## config.mk

```make
export PLATFORM = sky130hd
export DESIGN_NAME = nfifo_rd_sched
export DESIGN_NICKNAME = d
export VERILOG_FILES = /design/src/rtl/nfifo_rd_sched.sv
export SDC_FILE = /design/constraint.sdc
export NUM_CORES = 1
export LEC_CHECK = 0
export ABC_AREA = 1
export CAP_MARGIN = 30
export CORE_AREA = 10 10 150 152
export DETAILED_ROUTE_END_ITERATION = 7
export DIE_AREA = 0 0 160 162
export PLACE_DENSITY_LB_ADDON = 0.05
export SLEW_MARGIN = 20
export SYNTH_ARGS = -nofsm -noshare
export SYNTH_HDL_FRONTEND = slang
export SYNTH_SLANG_ARGS = --single-unit
```

## constraint.sdc

```tcl
create_clock -name CLK -period 5.97 [get_ports CLK]
set_input_delay 0.597 -clock CLK [delete_from_list [all_inputs] [get_ports CLK]]
set_output_delay 0.597 -clock CLK [all_outputs]
set_load 0.01 [all_outputs]
```

## src/rtl/nfifo_rd_sched.sv

```systemverilog
// nfifo_rd_sched: round-robin read scheduler for the multi-flow NFIFO.
// Bounded bursts per flow, credit flow control, flow-tagged output stream.
module nfifo_rd_sched #(
  parameter int DATA_WIDTH = 64,
  parameter int FLOWS      = 4,
  parameter int RD_LAT     = 1,
  parameter int BURST_LEN  = 8
) (
  input  logic                     CLK,
  input  logic                     RESET,
  input  logic [FLOWS-1:0]         FLOW_EN,
  input  logic [FLOWS-1:0]         FIFO_EMPTY,
  input  logic [DATA_WIDTH-1:0]    FIFO_DATA_OUT,
  input  logic                     FIFO_DATA_VLD,
  output logic [$clog2(FLOWS)-1:0] FIFO_RD_BLK_ADDR,
  output logic                     FIFO_READ,
  output logic                     FIFO_PIPE_EN,
  output logic [DATA_WIDTH-1:0]    TX_DATA,
  output logic [$clog2(FLOWS)-1:0] TX_FLOW,
  output logic                     TX_SRC_RDY,
  input  logic                     TX_DST_RDY,
  output logic                     ERR_VLD
);

  localparam int FA = $clog2(FLOWS);
  localparam int D  = RD_LAT + 2;
  localparam int CW = $clog2(D + 1);
  localparam int PW = $clog2(D);
  localparam int BW = $clog2(BURST_LEN + 1);
  localparam int IW = $clog2(RD_LAT + 1);

  typedef enum logic {S_IDLE, S_BURST} state_t;

  state_t          r_state, w_state_nx;
  logic [FA-1:0]   r_ptr, w_ptr_nx;
  logic [FA-1:0]   r_cur, w_cur_nx;
  logic [BW-1:0]   r_bcnt, w_bcnt_nx, w_bnext;
  logic            r_in_rst;
  logic [IW-1:0]   r_ign;
  logic [RD_LAT-1:0] r_tv;
  logic [FA-1:0]   r_tf [RD_LAT];
  logic [DATA_WIDTH-1:0] r_bd [D];
  logic [FA-1:0]   r_bf [D];
  logic [PW-1:0]   r_wp, r_rp;
  logic [CW-1:0]   r_cnt;
  logic            r_err;

  logic            w_found;
  logic [FA-1:0]   w_fidx, w_sidx;
  logic [CW-1:0]   w_infl;
  logic [CW:0]     w_used;
  logic            w_cred_ok;
  logic            w_rd;
  logic [FA-1:0]   w_addr;
  logic            w_ret_v;
  logic [FA-1:0]   w_ret_f;
  logic            w_chk;
  logic            w_push, w_pop;

  // Reads in flight: one per valid tag stage.
  always_comb begin
    w_infl = '0;
    for (int i = 0; i < RD_LAT; i++)
      w_infl = w_infl + CW'(r_tv[i]);
  end

  assign w_used    = {1'b0, r_cnt} + {1'b0, w_infl};
  assign w_cred_ok = w_used < D[CW:0];

  // First enabled non-empty flow at or after the RR pointer.
  always_comb begin
    w_found = 1'b0;
    w_fidx  = r_ptr;
    w_sidx  = r_ptr;
    for (int i = FLOWS - 1; i >= 0; i--) begin
      w_sidx = r_ptr + FA'(i);
      if (FLOW_EN[w_sidx] && !FIFO_EMPTY[w_sidx]) begin
        w_found = 1'b1;
        w_fidx  = w_sidx;
      end
    end
  end

  assign w_bnext = r_bcnt + BW'(1);

  // Scheduler next state and read strobe.
  always_comb begin
    w_state_nx = r_state;
    w_ptr_nx   = r_ptr;
    w_cur_nx   = r_cur;
    w_bcnt_nx  = r_bcnt;
    w_rd       = 1'b0;
    w_addr     = '0;
    if (!r_in_rst) begin
      unique case (r_state)
        S_IDLE: begin
          w_addr = w_fidx;
          if (w_found && w_cred_ok) begin
            w_rd      = 1'b1;
            w_cur_nx  = w_fidx;
            w_bcnt_nx = BW'(1);
            if (BURST_LEN == 1)
              w_ptr_nx = w_fidx + FA'(1);
            else
              w_state_nx = S_BURST;
          end
        end
        S_BURST: begin
          w_addr = r_cur;
          if (!FLOW_EN[r_cur] || FIFO_EMPTY[r_cur]) begin
            w_state_nx = S_IDLE;
            w_ptr_nx   = r_cur + FA'(1);
          end else if (w_cred_ok) begin
            w_rd      = 1'b1;
            w_bcnt_nx = w_bnext;
            if (w_bnext == BW'(BURST_LEN)) begin
              w_state_nx = S_IDLE;
              w_ptr_nx   = r_cur + FA'(1);
            end
          end
        end
        default: w_state_nx = S_IDLE;
      endcase
    end
  end

  // Remembers that the previous edge saw reset; outputs stay quiet.
  always_ff @(posedge CLK) begin
    r_in_rst <= ~RESET;
  end

  // Scheduler state register.
  always_ff @(posedge CLK) begin
    if (!RESET) begin
      r_state <= S_IDLE;
      r_ptr   <= '0;
      r_cur   <= '0;
      r_bcnt  <= '0;
    end else begin
      r_state <= w_state_nx;
      r_ptr   <= w_ptr_nx;
      r_cur   <= w_cur_nx;
      r_bcnt  <= w_bcnt_nx;
    end
  end

  // Window after reset in which returns of discarded reads are ignored.
  always_ff @(posedge CLK) begin
    if (!RESET)
      r_ign <= IW'(RD_LAT);
    else if (r_ign != '0)
      r_ign <= r_ign - IW'(1);
  end

  // Flow tag travels alongside each read for RD_LAT cycles.
  always_ff @(posedge CLK) begin
    if (!RESET) begin
      r_tv <= '0;
      for (int i = 0; i < RD_LAT; i++)
        r_tf[i] <= '0;
    end else begin
      r_tv[0] <= w_rd;
      r_tf[0] <= w_addr;
      for (int i = 1; i < RD_LAT; i++) begin
        r_tv[i] <= r_tv[i-1];
        r_tf[i] <= r_tf[i-1];
      end
    end
  end

  assign w_ret_v = r_tv[RD_LAT-1];
  assign w_ret_f = r_tf[RD_LAT-1];
  assign w_chk   = (r_ign == '0);
  assign w_push  = w_chk && FIFO_DATA_VLD && w_ret_v;
  assign w_pop   = (r_cnt != '0) && TX_DST_RDY;

  // Sticky error on any return that disagrees with the tag pipe.
  always_ff @(posedge CLK) begin
    if (!RESET)
      r_err <= 1'b0;
    else if (w_chk && (FIFO_DATA_VLD != w_ret_v))
      r_err <= 1'b1;
  end

  // Output buffer pointers and occupancy.
  always_ff @(posedge CLK) begin
    if (!RESET) begin
      r_wp  <= '0;
      r_rp  <= '0;
      r_cnt <= '0;
    end else begin
      if (w_push)
        r_wp <= (r_wp == PW'(D - 1)) ? '0 : r_wp + PW'(1);
      if (w_pop)
        r_rp <= (r_rp == PW'(D - 1)) ? '0 : r_rp + PW'(1);
      if (w_push && !w_pop)
        r_cnt <= r_cnt + CW'(1);
      else if (!w_push && w_pop)
        r_cnt <= r_cnt - CW'(1);
    end
  end

  // Output buffer storage; contents are masked while empty.
  always_ff @(posedge CLK) begin
    if (w_push) begin
      r_bd[r_wp] <= FIFO_DATA_OUT;
      r_bf[r_wp] <= w_ret_f;
    end
  end

  assign FIFO_READ        = w_rd;
  assign FIFO_RD_BLK_ADDR = w_addr;
  assign FIFO_PIPE_EN     = ~r_in_rst;
  assign TX_SRC_RDY       = (r_cnt != '0);
  assign TX_DATA          = TX_SRC_RDY ? r_bd[r_rp] : '0;
  assign TX_FLOW          = TX_SRC_RDY ? r_bf[r_rp] : '0;
  assign ERR_VLD          = r_err;

endmodule

```

==> results of run 1 <==
[cell usage in the layout (no fill, tap or decap), drive strengths merged]
cell type / n
edfxtp: 198
nor2: 15
nor3: 3
a211oi: 1
xor2: 2
nand3: 18
dfxtp: 23
clkinv: 6
a21oi: 84
buf: 10
inv: 159
xnor2: 1
a21o: 1
clkdlybuf4s50: 147
nand2: 63
ha: 4
clkbuf: 35
mux2: 66
a31oi: 1
diode: 1
nand4: 2
o21ai: 79
[cell type report]
| cell class | count | area, um2 |
|---|---|---|
| Fill cell | 1591 | 7530 |
| Sequential cell | 221 | 6410 |
| Multi-Input combinational cell | 340 | 2140 |
| Timing Repair Buffer | 157 | 1650 |
| Clock buffer | 35 | 702 |
| Inverter | 158 | 598 |
| Tap cell | 265 | 332 |
| Clock inverter | 7 | 38.8 |
| Antenna cell | 1 | 2.50 |
[flip-flops by register name, indices dropped and copies added (netlist names), named ones only]
name,flops
ERR_VLD,1
r_bcnt,4
r_bd,192
r_bf,6
r_cnt,2
r_cur,2
r_ign,1
r_in_rst,1
r_ptr,2
r_rp,2
r_state,1
r_tf,2
r_tv,1
r_wp,2
[final timing paths]
kind	startpoint	end	slack (ns)	depth (start not counted)
hold / removal	r_tf[0][0]	r_bf[2][0]	0.46	0
hold reg to reg	r_tf[0][0]	r_bf[2][0]	0.46	0
setup reg to reg	r_cnt[0]	r_cnt[1]	3.30	10
setup / recovery	r_cnt[0]	TX_DATA[25]	2.55	7
[power by group]
part | internal, uW | total [uW] | leakage (uW) | switching, uW
Clock | 811 | 1370 | 0.000373 | 554
Combinational | 611 | 1230 | 0.00246 | 619
Sequential | 1720 | 1790 | 0.00197 | 68.1
[cell families (layout without fill, tap and decap cells)]
logic type,Yosys count,after routing,share of synthesized area
AOI/OAI and AO/OA,166,166,0.0920
xor gates and xnor gates,3,3,0.00284
buffers and inverters,189,357,0.0808
adders and majority gates,4,4,0.00541
other,0,1,0
and+or+nand+nor,101,101,0.0468
muxes,66,66,0.0803
DFF,221,221,0.692
[critical path: stages, from the launching register on]
cell and delay, ns:
dfxtp_1 0.37, nor2_4 0.49, buf_16 0.23, buf_4 0.41, a21oi_1 0.06, o21ai_0 0.17, inv_1 0.08, clkdlybuf4s50_1 0.50
[metal layers]
metal | part of all wire | vias to the layer above | global-route usage
met1 | 0.45 | 2841 | 0.194
met3 | 0.047 | 18 | 0.0321
li1 | - | 2867 | -
met4 | 0.011 | 0 | 0.0321
met5 | 0 | - | 0
met2 | 0.50 | 130 | 0.266
[metrics by stage]
stage	cells	setup WS (ns)	hold WS (ns)
after floorplan	750	0.0291	0.421
after global placement	1136	2.64	0.440
after detailed placement	1141	2.86	0.448
after CTS	1183	2.51	0.463
after global routing	1183	2.31	0.488
final	1184	2.55	0.461
==> impl.org, run 1 <==
** Timing
- The number of failing hold endpoints at the final stage was 0.
- Setup total negative slack on the finished layout was measured at 0 ns.
- Slew at the pin closest to its max-slew limit :: 0.816 ns
- Min Clock Period, post-route :: 3.42 ns
- Max-slew headroom at the worst pin :: 0.456
- The total count of max-transition violations in the final report was 0.
- For the final database, setup skew stands at 0.0157 ns.
- Setup repair after global routing missed its margin :: false
- Derived from the worst setup path, the maximum achievable clock frequency is 0.293 GHz.
- Portion of the clock cycle consumed by the worst path in the final layout :: 0.572
- Final setup violation count :: 0

** Power and ir drop
- Power spread over the standard cell area amounts to 369 nW/um2.
- Max IR drop VDD :: 0.242 mV
- Total power after layout :: 4380 uW
- Summed over all cells, the static leakage comes to 0.00481 uW.

** Yosys
- Most used flip-flop cell after synthesis :: edfxtp_1
- Most common cell in the netlist :: edfxtp_1
- Cell count after synthesis :: 750
- Syn Area/Cell :: 12.3 um2
- The commonest cells after synthesis are edfxtp_1, inv_1, a21oi_1, o21ai_0, mux2_2.
- Fraction of registers with async set/reset :: 0
- Total number of yosys warnings :: 0
- Cell types with the largest area share after synthesis :: edfxtp_1, mux2_2, inv_1
- The synthesized design contains 198 enable-type register cells.
- Of the synthesized area, sequential elements account for 0.692.
- Largest area contributor in the netlist :: edfxtp_1
- Total standard cell area after synthesis :: 9260 um2
- The netlist uses 28 different library cells.
- Post-synth top area share :: 0.642
- Synthesis inferred 221 register bits.
- Syn Nets :: 830

** Detailed routing
- Drc violations :: 0
- Number of vias per cell after detailed routing :: 4.95
- Routed wire length per instance :: 17.5 um
- The count of nets left with antenna violations once routing finished came out at 0.
- DR pass1 iterations :: 5
- The final layout contains routed wiring with a total length of 20.7 mm.
- Via count :: 5856
- Count of routing violations after the opening detailed-route iteration :: 353

** Status
- The run finished with clean final reports.

** Layout
- The area growth from synthesis to layout is 28.2%.
- In the final design database the tool counted 981 nets.
- Layout Cell Area excl Fill :: 11900 um2
- Fraction of the core area covered by cells at the end of the flow :: 0.612
- Share of cells above drive strength 1 :: 0.147

** Global routing
- Initial antenna violation count :: 1
- In the global route stage, overall resource usage came out at 0.153.
- Vias in the first global route :: 6224
- After global routing the overflow that remains totals 0.
- Wire length of the first global-routing pass :: 32.6 mm
- Entering global routing, the biggest net connects 89 pins.

** Clock network
- TritonCTS built the clock tree.
- Later-pin clock latency in the skew report :: 0.50 ns
- Number of gates resized after CTS :: 0
- Quantity of hold-fixing buffers added after cts :: 0
- Buffers added to address setup during post-CTS repair amount to 0.
- Clk sinks :: 221
- Master cell of the clock root buffer :: clkbuf_16
- Clock buffers created by TritonCTS :: 23
- Clock-pin slew was measured on the worst setup and hold paths at 0.06 ns.
- Counting along the longest clock path gives a buffer depth of 3.
- Max H-tree Level :: 1

** Placed design
- Total cell area at the placement stage :: 11100 um2
- Port buffering added 147 buffers.
- DP Wirelength :: 13.4 mm
- The congestion estimate from routability-driven global placement came to 0.807.

** Critical path
- Type of the setup path with the least slack :: reg2out
- Arrival @ worst endpoint :: 2.82 ns
- STA puts the critical path data required time at 5.37 ns.
- Nature of the critical path startpoint :: flip-flop
- The worst setup path is captured at an output pin.
- In this run the worst path has a maximum fanout of 33.

** Die
- Row generation in the floorplan step produced 51 rows.
- For this configuration, the core starts out at a cell density of 0.477.
- Horizontal die dimension :: 160 um
- Measured along the y axis, the die boundary spans 162 um.
- Total I/O pin count :: 148
- Core Footprint :: 19400 um2
- Die area :: 25900 um2

** Run
- The tool flagged a number of max-cap violations equal to 0.

** Hold path
- Class of the worst hold path :: reg2reg
(Power assumes the default switching activity.)
==> run 2, diff against run 1 <==
Clock period 5.97 ns to 3.1 ns, I/O delays scaled along.
==> run 2 against run 1 <==
Total power rose by 98%. Via count grew 0.14%. Sequential power rose by 93%. Clock skew shrank 0.0065 ns. Die area stayed put. Setup slack lost 2.4 ns. Sequential cell count did not move. First-iteration DRC count shrank 0.28%. Global-route usage fell by 0.34 points. Critical path type unchanged. Critical endpoint is now FIFO_READ. Largest power group unchanged. Highest routed layer unchanged.
==> impl.org, run 2 (synthesized netlist as in run 1, its figures left out) <==
** Power and ir drop
- Pleak :: 0.00482 uW
- Dividing total power by cell area gives a power density of 727 nW/um2.
- IR analysis of the VDD net gives a maximum drop of 0.412 mV.

** Run
- Max-cap violations in this run came to 0.

** Detailed routing
- Count of routing violations after the opening detailed-route iteration :: 352
- Via count :: 5864
- Routed Wire Length :: 20.2 mm
- For this run, design rule violations remaining after detail routing come to 0.
- DR pass1 iterations :: 5
- Using the TritonRoute via totals, the vias-per-cell ratio works out to 4.94.
- After detailed routing, the average wire length per cell comes to 17.1 um.
- The detail route stage leaves a number of antenna-violating nets equal to 0.

** Clock network
- Number of buffers inserted to repair setup after CTS :: 0
- Gates resized during post-CTS repair numbered 0.
- Clock tree from TritonCTS :: done
- Worst-case clock buffer depth :: 3
- TritonCTS created 23 clock buffers.
- Quantity of hold-fixing buffers added after cts :: 0
- Clk pin slew, worst setup/hold paths :: 0.06 ns
- Master cell of the clock root buffer :: clkbuf_16
- Max H-tree Level :: 1
- Later-pin clock latency in the skew report :: 0.50 ns
- Clk sinks :: 221

** Critical path
- STA classifies the critical path endpoint as an output pin.
- Data on the critical path is required at its endpoint by 2.79 ns.
- R2r endpoint :: r_cnt[1]
- Register-to-register path setup slack :: 1.08 ns
- The worst setup path is of the reg2out kind.
- Largest driver fanout on the critical path :: 5
- Worst Reg-to-Reg Cells :: 9
- Reg2reg start :: r_cnt[0]
- Arrival @ worst endpoint :: 2.59 ns
- Nature of the critical path startpoint :: flip-flop

** Placed design
- Count of placed standard cells including taps :: 1144
- DP Wirelength :: 13.0 mm
- At the end of routability-driven placement, the weighted congestion stood at 0.845.
- Count of buffers from port buffering :: 147

** Global routing
- The number of antenna violations at the first check in global routing came to 0.
- Maximum number of pins on one net before global-route repair :: 52
- GRT Resource Usage Total :: 0.150
- The number of global-route vias before repair was 6047.
- The first global-routing pass estimated 31.6 mm of wire.
- Summed over all layers, the global routing overflow is 0.

** Die
- Total I/O pin count :: 148
- The die covers 25900 um2.
- The initial utilization of the core area, before any placement, comes to 0.477.
- In this run the standard cell core region covers 19400 um2.
- In this run the core area contains 51 standard-cell rows.
- In this run the vertical extent of the chip is 162 um.
- From left edge to right edge, the die measures 160 um.

** Timing
- Across the routed clock network, the largest skew measured is 0.00925 ns.
- Min Clock Period, post-route :: 2.90 ns
- For this run, the top clock speed supported by timing is 0.345 GHz.
- Max-slew headroom at the worst pin :: 0.593
- The total count of max-transition violations in the final report came to 0.
- The number of failing hold endpoints at the final stage was 0.
- Setup repair after global routing left no endpoint under its margin.
- Portion of the clock cycle consumed by the worst path in the final layout :: 0.935
- Slew at the pin closest to its max-slew limit :: 0.610 ns
- After routing, the total negative slack on setup checks comes to 0 ns.
- Final setup violation count :: 0

** Layout
- In the layout the commonest cells are edfxtp_1, inv_1, clkdlybuf4s50_1, a21oi_1, o21ai_0.
- In the final layout, the registers with the most flip-flops are r_bd (192), r_bf (6), r_bcnt (4).
- Number of flip-flops under the largest register name :: 192
- At the end of the flow, the number of nets in the layout was 984.
- The repair_antennas step left the layout with diodes totalling 0.
- The count of cells in the finished layout, fillers not included, comes to 1186.
- Largest register by flop count :: r_bd
- Of the cells placed in the final design, the portion with a size suffix greater than 1 is 0.151.
- Synthesis-to-finish area growth :: 28.7%
- Leaving out fill and tap cells, the most frequent cell in the layout is edfxtp_1.

** Hold path
- Hold Path Origin :: FIFO_DATA_OUT[24]
- Endpoint of the worst hold-timing path :: r_bd[2][24]
- Counting instances, the worst hold path has a depth of 1.
- The tightest min-delay check is of the in2reg type.

** Status
- The flow ran to the end, and the final reports show no timing, DRC or antenna violations.
==> run 2: cell types whose count changed in the layout (fill, tap and decap cells not counted), moves of 2 or more <==
cell / previous run / this run
buf_4: 5 / 8
buf_12: 0 / 5
buf_16: 5 / 0
clkbuf_8: 6 / 0
clkinv_1: 0 / 2
clkbuf_1: 5 / 2
clkinvlp_4: 0 / 3
bufinv_16: 0 / 5
==> run 2: metal layers <==
metal  vias to the layer above  track usage  routed length [um]
li1                       2880            -                   -
met1                      2808        0.183                8670
met2                       146        0.263               10100
met3                        30       0.0382                1120
met4                         0       0.0330                 320
met5                         -            0                   0
==> run 2: final cells by class <==
class                      count  area, um2
fill                        1574       7480
tap                          265        332
sequential                   221       6410
multi-input combinational    340       2140
timing repair buffer         160       1630
inverter                     158        598
clock inverter                17        219
clock buffer                  25        583
==> run 2: worst max-delay path, stage by stage, from the launching register on <==
cell and delay, ns:
dfxtp_1 0.44, ha_1 0.19, ha_1 0.21, a21o_1 0.22, nor2_1 0.11, nand2_1 0.08, inv_1 0.13, nand2_2 0.11
inv_2 0.07, clkdlybuf4s50_1 0.53
==> run 2: worst max path at each step <==
stage / startpoint / endpoint / slack [ns] / cells past startpoint
4_1_cts: r_cnt[0] / FIFO_READ / 0.18 / 9
3_5_place_dp: FIFO_EMPTY[0] / FIFO_RD_BLK_ADDR[0] / 0.58 / 14
2_1_floorplan: r_tv / r_bd[1][0] / 0.32 / 4
3_3_place_gp: FIFO_EMPTY[1] / FIFO_RD_BLK_ADDR[0] / 0.65 / 14
5_1_grt: r_cnt[0] / FIFO_READ / 0.05 / 9
6_report: r_cnt[0] / FIFO_READ / 0.20 / 9
==> run 2: power by group <==
part / switching [uW] / internal [uW]
sequential: 141 / 3320
combinational: 1170 / 1170
clock: 1090 / 1780
total: 2400 / 6270
==> run 2: through the flow <==
step | setup slack [ns] | utilization | cell area [um2] | power [uW] | hold WS (ns)
after floorplan | 0.316 | - | 9280 | 4710 | 0.409
after global placement | 0.650 | 0.573 | 11100 | 5870 | 0.441
after detailed placement | 0.578 | 0.573 | 11100 | 5900 | 0.446
after CTS | 0.175 | 0.614 | 11900 | 8790 | 0.392
after global routing | 0.0530 | 0.614 | 11900 | 9130 | 0.404
final | 0.203 | 0.614 | 11900 | 8670 | 0.417
==> run 3, diff against run 2 <==
Settings changed: CORE_AREA 10 10 150 152 to 10 10 172 174, DIE_AREA 0 0 160 162 to 0 0 182 184.
==> run 3 against run 2 <==
Global-route usage down 2.5 points. Fmax up 1.3%. Via count about the same. Critical path type unchanged. Hold slack worse by 0.0030 ns. Utilization down 15 points.
==> impl.org, run 3 (synthesized netlist as in run 1, its figures left out) <==
** Run
- Maximum capacitance violations :: 0

** Placed design
- DP Wirelength :: 13.8 mm
- Count of buffers from port buffering :: 147
- Weighted congestion at the end of routability-driven global placement :: 0.820
- Prior to clock tree synthesis, the placed netlist has a worst setup slack of 0.591 ns.

** Global routing
- Maximum number of pins on one net before global-route repair :: 50
- The number of antenna violations at the first check in global routing came to 0.
- GRT Resource Usage Total :: 0.125
- Wire length of the first global-routing pass :: 33.5 mm
- The total overflow left after global routing is 0.
- The number of global-route vias before repair was 6197.

** Timing
- Final setup violation count :: 0
- Setup repair after global routing missed its margin :: false
- Total negative slack for setup checks :: 0 ns
- Across the routed clock network, the largest skew measured is 0.00859 ns.
- The number of failing hold endpoints at the final stage came to 0.
- Min Clock Period, post-route :: 2.86 ns
- Worst setup slack after layout :: 0.241 ns
- Max Transition Viols Final :: 0
- Portion of the clock cycle consumed by the worst path in the final layout :: 0.922
- For the pin with the worst max-slew slack, the measured transition is 0.613 ns.
- Max-slew headroom at the worst pin :: 0.592
- Maximum clock frequency :: 0.350 GHz

** Critical path
- For flop-to-flop paths, the worst setup slack is 1.21 ns.
- Along the worst path, the maximum fanout reaches 5.
- For the worst setup path, the data required time is 2.79 ns.
- Standard cell with the maximum stage delay on the critical path :: clkdlybuf4s50_1
- STA classifies the critical path startpoint as a flip-flop.
- Most prevalent standard cell on the critical path :: ha_1
- Kind of end point of the critical path :: output pin
- The signal on the critical path passes through ha_1 -> ha_1 -> a21o_1 -> nor2_1 -> nand2_1 -> inv_1 -> nand2_2 -> inv_2 -> clkdlybuf4s50_1.
- For this run, the slowest stage of the critical path takes 0.53 ns.
- Arrival @ worst endpoint :: 2.55 ns
- Type of the setup path with the least slack :: reg2out

** Clock network
- CTS built an H-tree with a depth of 1.
- Clk sinks :: 221
- TritonCTS built the clock tree.
- Worst-case clock buffer depth :: 3
- Quantity of hold-fixing buffers added after cts :: 0
- In this run, CTS created clock tree buffers numbering 25.
- Number of gates resized after CTS :: 0
- Once the clock tree was built, the setup fixing pass inserted 0 buffers.
- At the later pin of the worst-skew pair, clock insertion delay measures 0.50 ns.
- Clock-pin slew was measured on the worst setup and hold paths at 0.05 ns.
- Master cell of the clock root buffer :: clkbuf_16

** Detailed routing
- Across all layers, the routed design uses 5860 vias.
- Routed Wire Length :: 21.5 mm
- After detailed routing, the number of remaining DRC violations is 0.
- Routed wire length per instance :: 17.1 um
- Dividing the detail-routed via count by the number of cells gives 4.65.
- Antenna-violating nets left :: 0
- The detailed router finished its first iteration with 268 violations.
- The first detailed-routing pass took 4 iterations.

** Layout
- Number of flip-flops under the largest register name :: 192
- r_bd holds more flip-flops than any other register.
- Register Area :: 6410 um2
- The repair_antennas step left the layout with diodes totalling 0.
- Leading cell types in the layout, fill and taps excluded :: edfxtp_1, inv_1, clkdlybuf4s50_1, a21oi_1, o21ai_0
- Registers with the most flip-flops :: r_bd (192), r_bf (6), r_bcnt (4)
- Area of the multi-input gates :: 2140 um2
- Leaving out fill and tap cells, the most frequent cell in the layout is edfxtp_1.
- Number of nets in the layout :: 987
- After filler insertion, the fill cell instance count of the layout stands at 2313.
- Synthesis-to-finish area growth :: 29.4%
- Share of cells above drive strength 1 :: 0.145

** Power and ir drop
- NetSw :: 2400 uW
- Switching Share :: 0.282
- Part of the total power dissipated in combinational logic :: 0.280
- Total power for the finished layout comes to 8520 uW.
- The analysis attributes to cell leakage a power of 0.00481 uW.
- Cell-internal power :: 6120 uW
- The share of total power dissipated in sequential elements is 0.406.
- Dividing total power by cell area gives a power density of 711 nW/um2.
- Power share of the clock group :: 0.314
- Max IR drop VDD :: 0.332 mV

** Die
- From bottom edge to top edge, the die measures 184 um.
- From left edge to right edge, the die measures 182 um.
- The initialized floorplan defines 59 standard-cell rows.
- Pin placement for this block handled 148 I/O pins.
- For this configuration, the core starts out at a cell density of 0.357.
- Die area :: 33500 um2
- The core region is 25900 um2.

** Status
- Status :: completed

** Hold path
- The worst hold path belongs to the class in2reg.
[run 3: cell count changes in the layout (fill, tap and decap cells not counted), moves of 2 or more]
| cell | delta |
|---|---|
| clkinv_1 | -2 |
| clkinvlp_4 | -3 |
| clkinv_2 | -3 |
| clkbuf_1 | +11 |
| clkbuf_16 | +2 |
| bufinv_16 | -5 |
| clkbuf_8 | +5 |
[run 3: final cells by class]
class / count / area share
timing repair buffer: 161 / 0.138
multi-input combinational: 340 / 0.179
sequential: 221 / 0.535
clock buffer: 43 / 0.0620
clock inverter: 2 / 0.000836
inverter: 158 / 0.0499
tap: 335 / 0.0350
[run 3: power by group through the flow]
stage	Combinational, uW	Sequential [uW]	Clock [uW]
4_1_cts	2450	3470	2780
5_1_grt	2660	3480	2890
3_3_place_gp	2420	3530	0
3_5_place_dp	2440	3530	0
6_report	2390	3460	2680
2_1_floorplan	1300	3410	0
[run 3: critical path: cells and delay by family (launching register included)]
family                     cells  cell delay (ns)
buffers and inverters          3             0.72
DFF                            1             0.44
adders and majority gates      2             0.41
and+or+nand+nor                3             0.27
AOI/OAI and AO/OA              1             0.22
[run 3: path summary, 6_finish.rpt]
check	to	cells after the start	startpoint
max	FIFO_READ	9	r_cnt[0]
min	r_bd[1][45]	1	FIFO_DATA_OUT[45]
max reg2reg	r_cnt[1]	8	r_cnt[0]
min reg2reg	r_bf[2][0]	0	r_tf[0][0]
[run 3: layer usage]
layer  wire, um  track usage  up-vias
met5          0            0        -
met4        300       0.0293        0
met1       9110        0.147     2800
met3       1280       0.0329       26
li1           -            -     2885
met2      10900        0.223      149
[run 3: per-stage QoR]
step	area (um2)	std cells	hold WS, ns	util
3_3_place_gp	11200	1215	0.437	0.433
3_5_place_dp	11200	1215	0.445	0.433
5_1_grt	12000	1260	0.401	0.462
2_1_floorplan	9280	750	0.409	-
6_report	12000	1260	0.414	0.462
4_1_cts	12000	1260	0.389	0.462
